### src/rtl/fir_sample_source_if.sv
// Purpose: host/sample bus between a controller and fir_sample_source.
// Latency: none, wires only.
// Backpressure: none; x_valid is a one-cycle strobe with no ready.
// Ports: master = host side (buffer writes, playback control, observes x);
//        slave = fir_sample_source side.
interface fir_sample_source_if #(
  parameter int DATA_W = 16,
  parameter int ADDR_W = 4,
  parameter int DIV_W  = 8
);
  logic              wr_en;
  logic [ADDR_W-1:0] wr_addr;
  logic [DATA_W-1:0] wr_data;
  logic              start;
  logic              stop;
  logic              loop;
  logic [ADDR_W:0]   len;
  logic [DIV_W-1:0]  rate_div;
  logic [DATA_W-1:0] x;
  logic              x_valid;
  logic              busy;
  logic              done;

  modport master (
    output wr_en, wr_addr, wr_data, start, stop, loop, len, rate_div,
    input  x, x_valid, busy, done
  );

  modport slave (
    input  wr_en, wr_addr, wr_data, start, stop, loop, len, rate_div,
    output x, x_valid, busy, done
  );
endinterface

### src/rtl/fir_sample_source.sv
// Purpose: sample buffer played out on x, one sample per (rate_div+1) cycles.
// Latency: first sample on x one cycle after an accepted start.
// Backpressure: none; the consumer must take each x_valid strobe.
// Ports: clk, reset (sync, active-high); bus (slave modport) carries buffer
//        writes, start/stop/loop/len/rate_div control and x/x_valid/busy/done.
module fir_sample_source #(
  parameter int DATA_W = 16,
  parameter int DEPTH  = 16,
  parameter int ADDR_W = 4,
  parameter int DIV_W  = 8
) (
  input  logic               clk,
  input  logic               reset,
  fir_sample_source_if.slave bus
);

  localparam logic [1:0] S_IDLE = 2'd0;
  localparam logic [1:0] S_PLAY = 2'd1;
  localparam logic [1:0] S_DONE = 2'd2;

  localparam logic [ADDR_W:0] DEPTH_L = (ADDR_W+1)'(DEPTH);

  logic [1:0]        state_q, state_d;
  logic [ADDR_W:0]   idx_q, idx_d;
  logic [ADDR_W:0]   len_q, len_d;
  logic [DIV_W-1:0]  div_q, div_d;
  logic [DIV_W-1:0]  rate_q, rate_d;
  logic              loop_q, loop_d;
  logic [DATA_W-1:0] x_q, x_d;
  logic              x_valid_q, x_valid_d;

  // Sample store: no reset so it maps onto RAM; survives a mid-play reset.
  logic [DATA_W-1:0] buf_q [DEPTH];

  logic              start_ok;
  logic [ADDR_W:0]   len_clamped;
  logic [ADDR_W:0]   idx_nxt;

  always_ff @(posedge clk) begin
    if (bus.wr_en && (state_q != S_PLAY)) begin
      buf_q[bus.wr_addr] <= bus.wr_data;
    end
  end

  always_comb begin
    state_d   = state_q;
    idx_d     = idx_q;
    len_d     = len_q;
    div_d     = div_q;
    rate_d    = rate_q;
    loop_d    = loop_q;
    x_d       = x_q;
    x_valid_d = 1'b0;
    idx_nxt   = idx_q + (ADDR_W+1)'(1);

    len_clamped = (bus.len > DEPTH_L) ? DEPTH_L : bus.len;
    // stop blocks a same-cycle start; len==0 is not a playable sequence.
    start_ok = bus.start && !bus.stop && (bus.len != '0) && (state_q != S_PLAY);

    case (state_q)
      S_PLAY: begin
        if (bus.stop) begin
          state_d = S_IDLE;
          x_d     = '0;
          idx_d   = '0;
          div_d   = '0;
        end else if (div_q != '0) begin
          // Hold the current sample for the rest of its period.
          div_d = div_q - DIV_W'(1);
        end else if (idx_nxt == len_q) begin
          idx_d = '0;
          if (loop_q) begin
            // Wrap straight to entry 0 so the period is uniform across the wrap.
            div_d     = rate_q;
            x_d       = buf_q[0];
            x_valid_d = 1'b1;
          end else begin
            state_d = S_DONE;
            x_d     = '0;
          end
        end else begin
          idx_d     = idx_nxt;
          div_d     = rate_q;
          x_d       = buf_q[idx_nxt[ADDR_W-1:0]];
          x_valid_d = 1'b1;
        end
      end
      default: begin
        // IDLE and DONE both accept a new start; DONE clears on leaving.
        if (start_ok) begin
          state_d   = S_PLAY;
          len_d     = len_clamped;
          loop_d    = bus.loop;
          rate_d    = bus.rate_div;
          div_d     = bus.rate_div;
          idx_d     = '0;
          x_d       = buf_q[0];
          x_valid_d = 1'b1;
        end
      end
    endcase
  end

  always_ff @(posedge clk) begin
    if (reset) begin
      state_q   <= S_IDLE;
      idx_q     <= '0;
      len_q     <= '0;
      div_q     <= '0;
      rate_q    <= '0;
      loop_q    <= 1'b0;
      x_q       <= '0;
      x_valid_q <= 1'b0;
    end else begin
      state_q   <= state_d;
      idx_q     <= idx_d;
      len_q     <= len_d;
      div_q     <= div_d;
      rate_q    <= rate_d;
      loop_q    <= loop_d;
      x_q       <= x_d;
      x_valid_q <= x_valid_d;
    end
  end

  assign bus.x       = x_q;
  assign bus.x_valid = x_valid_q;
  assign bus.busy    = (state_q == S_PLAY);
  assign bus.done    = (state_q == S_DONE);

endmodule

### src/flat_wrapper.sv
// flat-port wrapper written by rule: the top's interface ports become plain ports
module fir_sample_source_flat 
#(
  parameter int DATA_W = 16,
  parameter int DEPTH  = 16,
  parameter int ADDR_W = 4,
  parameter int DIV_W  = 8
)
  (clk, reset, bus_wr_en, bus_wr_addr, bus_wr_data, bus_start, bus_stop, bus_loop, bus_len, bus_rate_div, bus_x, bus_x_valid, bus_busy, bus_done);
  fir_sample_source_if #(.DATA_W(DATA_W), .ADDR_W(ADDR_W), .DIV_W(DIV_W)) bus_i ();
  input  logic clk;
  input  logic reset;
  input wire logic [$bits(bus_i.wr_en)-1:0] bus_wr_en;
  input wire logic [$bits(bus_i.wr_addr)-1:0] bus_wr_addr;
  input wire logic [$bits(bus_i.wr_data)-1:0] bus_wr_data;
  input wire logic [$bits(bus_i.start)-1:0] bus_start;
  input wire logic [$bits(bus_i.stop)-1:0] bus_stop;
  input wire logic [$bits(bus_i.loop)-1:0] bus_loop;
  input wire logic [$bits(bus_i.len)-1:0] bus_len;
  input wire logic [$bits(bus_i.rate_div)-1:0] bus_rate_div;
  output wire logic [$bits(bus_i.x)-1:0] bus_x;
  output wire logic [$bits(bus_i.x_valid)-1:0] bus_x_valid;
  output wire logic [$bits(bus_i.busy)-1:0] bus_busy;
  output wire logic [$bits(bus_i.done)-1:0] bus_done;
  assign bus_i.wr_en = bus_wr_en;
  assign bus_i.wr_addr = bus_wr_addr;
  assign bus_i.wr_data = bus_wr_data;
  assign bus_i.start = bus_start;
  assign bus_i.stop = bus_stop;
  assign bus_i.loop = bus_loop;
  assign bus_i.len = bus_len;
  assign bus_i.rate_div = bus_rate_div;
  assign bus_x = bus_i.x;
  assign bus_x_valid = bus_i.x_valid;
  assign bus_busy = bus_i.busy;
  assign bus_done = bus_i.done;
  fir_sample_source #(.DATA_W(DATA_W), .DEPTH(DEPTH), .ADDR_W(ADDR_W), .DIV_W(DIV_W)) u_core (.clk(clk), .reset(reset), .bus(bus_i));
endmodule
### config.mk
export PLATFORM = sky130hd
export DESIGN_NAME = fir_sample_source_flat
export DESIGN_NICKNAME = d
export VERILOG_FILES = /design/src/rtl/fir_sample_source_if.sv /design/src/rtl/fir_sample_source.sv /design/src/flat_wrapper.sv
export SDC_FILE = /design/constraint.sdc
export NUM_CORES = 1
export LEC_CHECK = 0
export BUFFER_PORTS_ARGS = -buffer_cell sky130_fd_sc_hd__buf_2
export CAP_MARGIN = 0
export CORE_UTILIZATION = 61
export DETAILED_ROUTE_END_ITERATION = 16
export GPL_TIMING_DRIVEN = 0
export PLACE_DENSITY = 0.9
export SLEW_MARGIN = 10
export SYNTH_ARGS = -nofsm -noshare
export SYNTH_HDL_FRONTEND = slang
export SYNTH_SLANG_ARGS = --single-unit
### constraint.sdc
create_clock -name clk -period 3.4 [get_ports clk]
set_input_delay 0.17 -clock clk [delete_from_list [all_inputs] [get_ports clk]]
set_output_delay 0.17 -clock clk [all_outputs]
set_load 0.005 [all_outputs]
==> results.md <==
- Status: completed
- Fillers: 1005
- Crit-path slowest cell: buf_1
- Area Growth Syn to Fin: 17.3%
- Synth area leaders: edfxtp_1 (64%), mux4_2 (15%), dfxtp_1 (7.7%)
- Max Freq: 306 MHz
- Syn_area_per_cell: 19.0 um2
- Die H: 142 um
- Post-synthesis sequential area ratio: 72.0%
- Critical path's largest stage delay: 0.70 ns
- Vias: 7084
- Worst-path fanout max: 10
- Post-synth EDFFs: 256
- Largest net degree at the start of global routing: 17
- Area of the multi-input gates: 3230 um2
- Seq. cell area: 8610 um2
- Critical path's top delay family: buffers and inverters
- CP required: 3.84 ns
- Worst vdd ir: 457 uV
- Commonest cells after routing, fill and taps aside: edfxtp_1 (256), mux4_2 (80), buf_2 (65), dfxtp_1 (46), nor2_1 (36)
- Post-Route WL: 30.1 mm
- Least-Margin Pin Slew: 1.10 ns
- Nets: 802
- Clock sinks: 302
- Vias in the first global route: 7237
- Final hold vios: 0
- Synthesized instance count: 629
- First-pass GRT wire length: 44.4 mm
- Skew-Pair Late Insertion Delay: 0.56 ns
- Setup violators final: 0
- CTS tree: built
- Ordered cell list for the critical path: clkbuf_1 > buf_1 > buf_2 > mux4_2 > mux4_2 > nor2b_1 > a221o_1
- Final Util: 73.9%
- WP buf/inv: 3
- Static Leakage: 4.65 nW
- GRT Util Overall: 31.4%
- Antenna cell count: 0
- Final Cycle Share: 96.3%
- First-pass DRT Iterations: 5
- Area after DPL: 12900 um2
- Arrival @ worst endpoint: 3.72 ns
- DP Worst Slack: -0.477 ns
- Clock-pin slew on the worst setup and hold paths: 0.07 ns
- HP Class: in -> reg
- Residual DRC: 0
- Total chip power: 7.52 mW
- Pwr dens: 536 nW/um2
- Clock Root Buffer: clkbuf_16
- H-Tree Depth: 1
- Yosys top cell area share: 64.3%
- Total CTS buffers: 29
- Main synth FF type: edfxtp_1
- # IOs: 58
- Final Slew Violations: 0
- Per-cell routed wire length: 28.8 um
- Slew HR: 26.3%
- Initial antenna violation count: 0
- Crit path capture type: register
- Core outline area: 19000 um2
- CTS max path bufs: 3
- Yosys top cell by area: edfxtp_1
- Die X: 142 um
- Final Critical Period: 3.27 ns
- Detailed Place HPWL: 18.5 mm
- Synthesized cell area: 12000 um2
- Final WS setup: 0.127 ns
- GRT overflow: 0
- IO Port Bufs: 56
- Synth async-reset ratio: 0%
- DR iter-0 viols: 760
- Setup Skew: 0.0158 ns
- Yosys cell types: 49
- Die area: 20200 um2
- Vias per cell: 6.79
- Most used cell, CP: mux4_2
- Share of layout cells above drive strength 1: 30.9%
- Fin area: 14000 um2
- Flops & latches, synth: 302
- Row cnt: 50
- Synthesis Warnings: 0
- Number of max-cap violations: 0
- Placer Congestion: 0.913
- Setup TNS: 0 ns
- Startpoint Class: register
- Leading cell type in the layout, fill and taps excluded: edfxtp_1
- CP Class: reg -> reg
- Initial Util: 63.0%
- Antenna-violating nets left: 0
- RSZ-0062 raised after global routing: no
- Syn_nets: 671
stage by stage:
step	cells	hold WS (ns)
floorplan	629	0.269
global placement	945	0.404
detailed placement	965	0.416
CTS	1043	0.000183
global route	1043	0.00701
finish	1043	0.00513
cell type report:
class                           instances  share of cell area, %
Inverter                                4                  0.107
Buffer                                 35                   1.23
Sequential cell                       302                   61.4
Clock inverter                         17                  0.661
Multi-Input combinational cell        288                   23.1
Clock buffer                           37                   5.46
Tap cell                              260                   2.32
Timing Repair Buffer                  100                   5.73
flip-flops by register name, summed over array words and instances (netlist names):
| register | flops |
|---|---|
| u_core.buf_q | 256 |
| u_core.bus.x | 16 |
| u_core.bus.x_valid | 1 |
| u_core.div_q | 8 |
| u_core.idx_q | 5 |
| u_core.len_q | 5 |
| u_core.loop_q | 1 |
| u_core.rate_q | 8 |
| u_core.state_q | 2 |
synth_stat cells, types with 2 or more instances:
cell type    n
buf_1        3
and2_1       3
o21ai_0      5
nor3b_1      2
o21a_1       2
nor2b_1     21
a221o_1     16
a211oi_1     8
nor2_1      48
nand3_1      4
mux2i_1     10
clkbuf_1    20
nand2b_1     5
edfxtp_1   256
nor3_1       8
inv_1        4
buf_6        2
and3_1       2
nand4b_1     3
nand2_1     10
a21oi_1     17
buf_2        9
mux4_2      80
a22oi_1     10
dfxtp_1     46
ha_1         3
xor2_1       6
xnor2_1      5
final timing paths:
path | from | end | slack (ns) | cells after the start
min | bus_wr_data[8] | u_core.buf_q[1][8] | 0.005 | 1
max | u_core.idx_q[0] | u_core.bus.x[2] | 0.13 | 7
min reg2reg | u_core.bus.x[1] | u_core.bus.x[1] | 0.49 | 1
max reg2reg | u_core.idx_q[0] | u_core.bus.x[2] | 0.13 | 7
worst reg2reg max path, delay by kind of cell (launching register included):
family          cells  cell delay [ns]
compound gates      1             0.29
flops               1             0.35
buf+inv             3             1.45
mux                 2             0.92
simple gates        1             0.15
kinds of logic (layout without fill, tap and decap cells):
group / after synthesis / count (layout) / share of synthesized area [%]
AOI/OAI and AO/OA: 69 / 69 / 4.48
xor gates and xnor gates: 11 / 11 / 0.806
adders and majority gates: 3 / 3 / 0.314
buffers and inverters: 39 / 193 / 1.46
DFF: 302 / 302 / 72.0
muxes: 91 / 91 / 16.0
and+or+nand+nor: 114 / 114 / 4.90
report_power, final:
part           switching [mW]  internal, mW  total, mW
Combinational           0.266         0.186      0.452
Clock                    1.35          1.59       2.94
Sequential             0.0389          4.08       4.12
metal layers:
layer | GRT usage, % | wire, um | vias up | part of all wire (%)
li1 | - | - | 2828 | -
met1 | 41.6 | 10900 | 3577 | 36
met3 | 6.76 | 3380 | 102 | 11
met4 | 14.6 | 1370 | 0 | 4.6
met2 | 50.6 | 14500 | 577 | 48
met5 | 0 | 0 | - | 0
timing repair:
item                                   in CTS  in global routing
setup endpoints to repair                  16                 16
setup buffers                               0                  0
gates resized for setup                    10                  2
hold buffers                               24                  0
endpoints found under the hold margin     191                  0
Power figures use the tool's default switching activity.
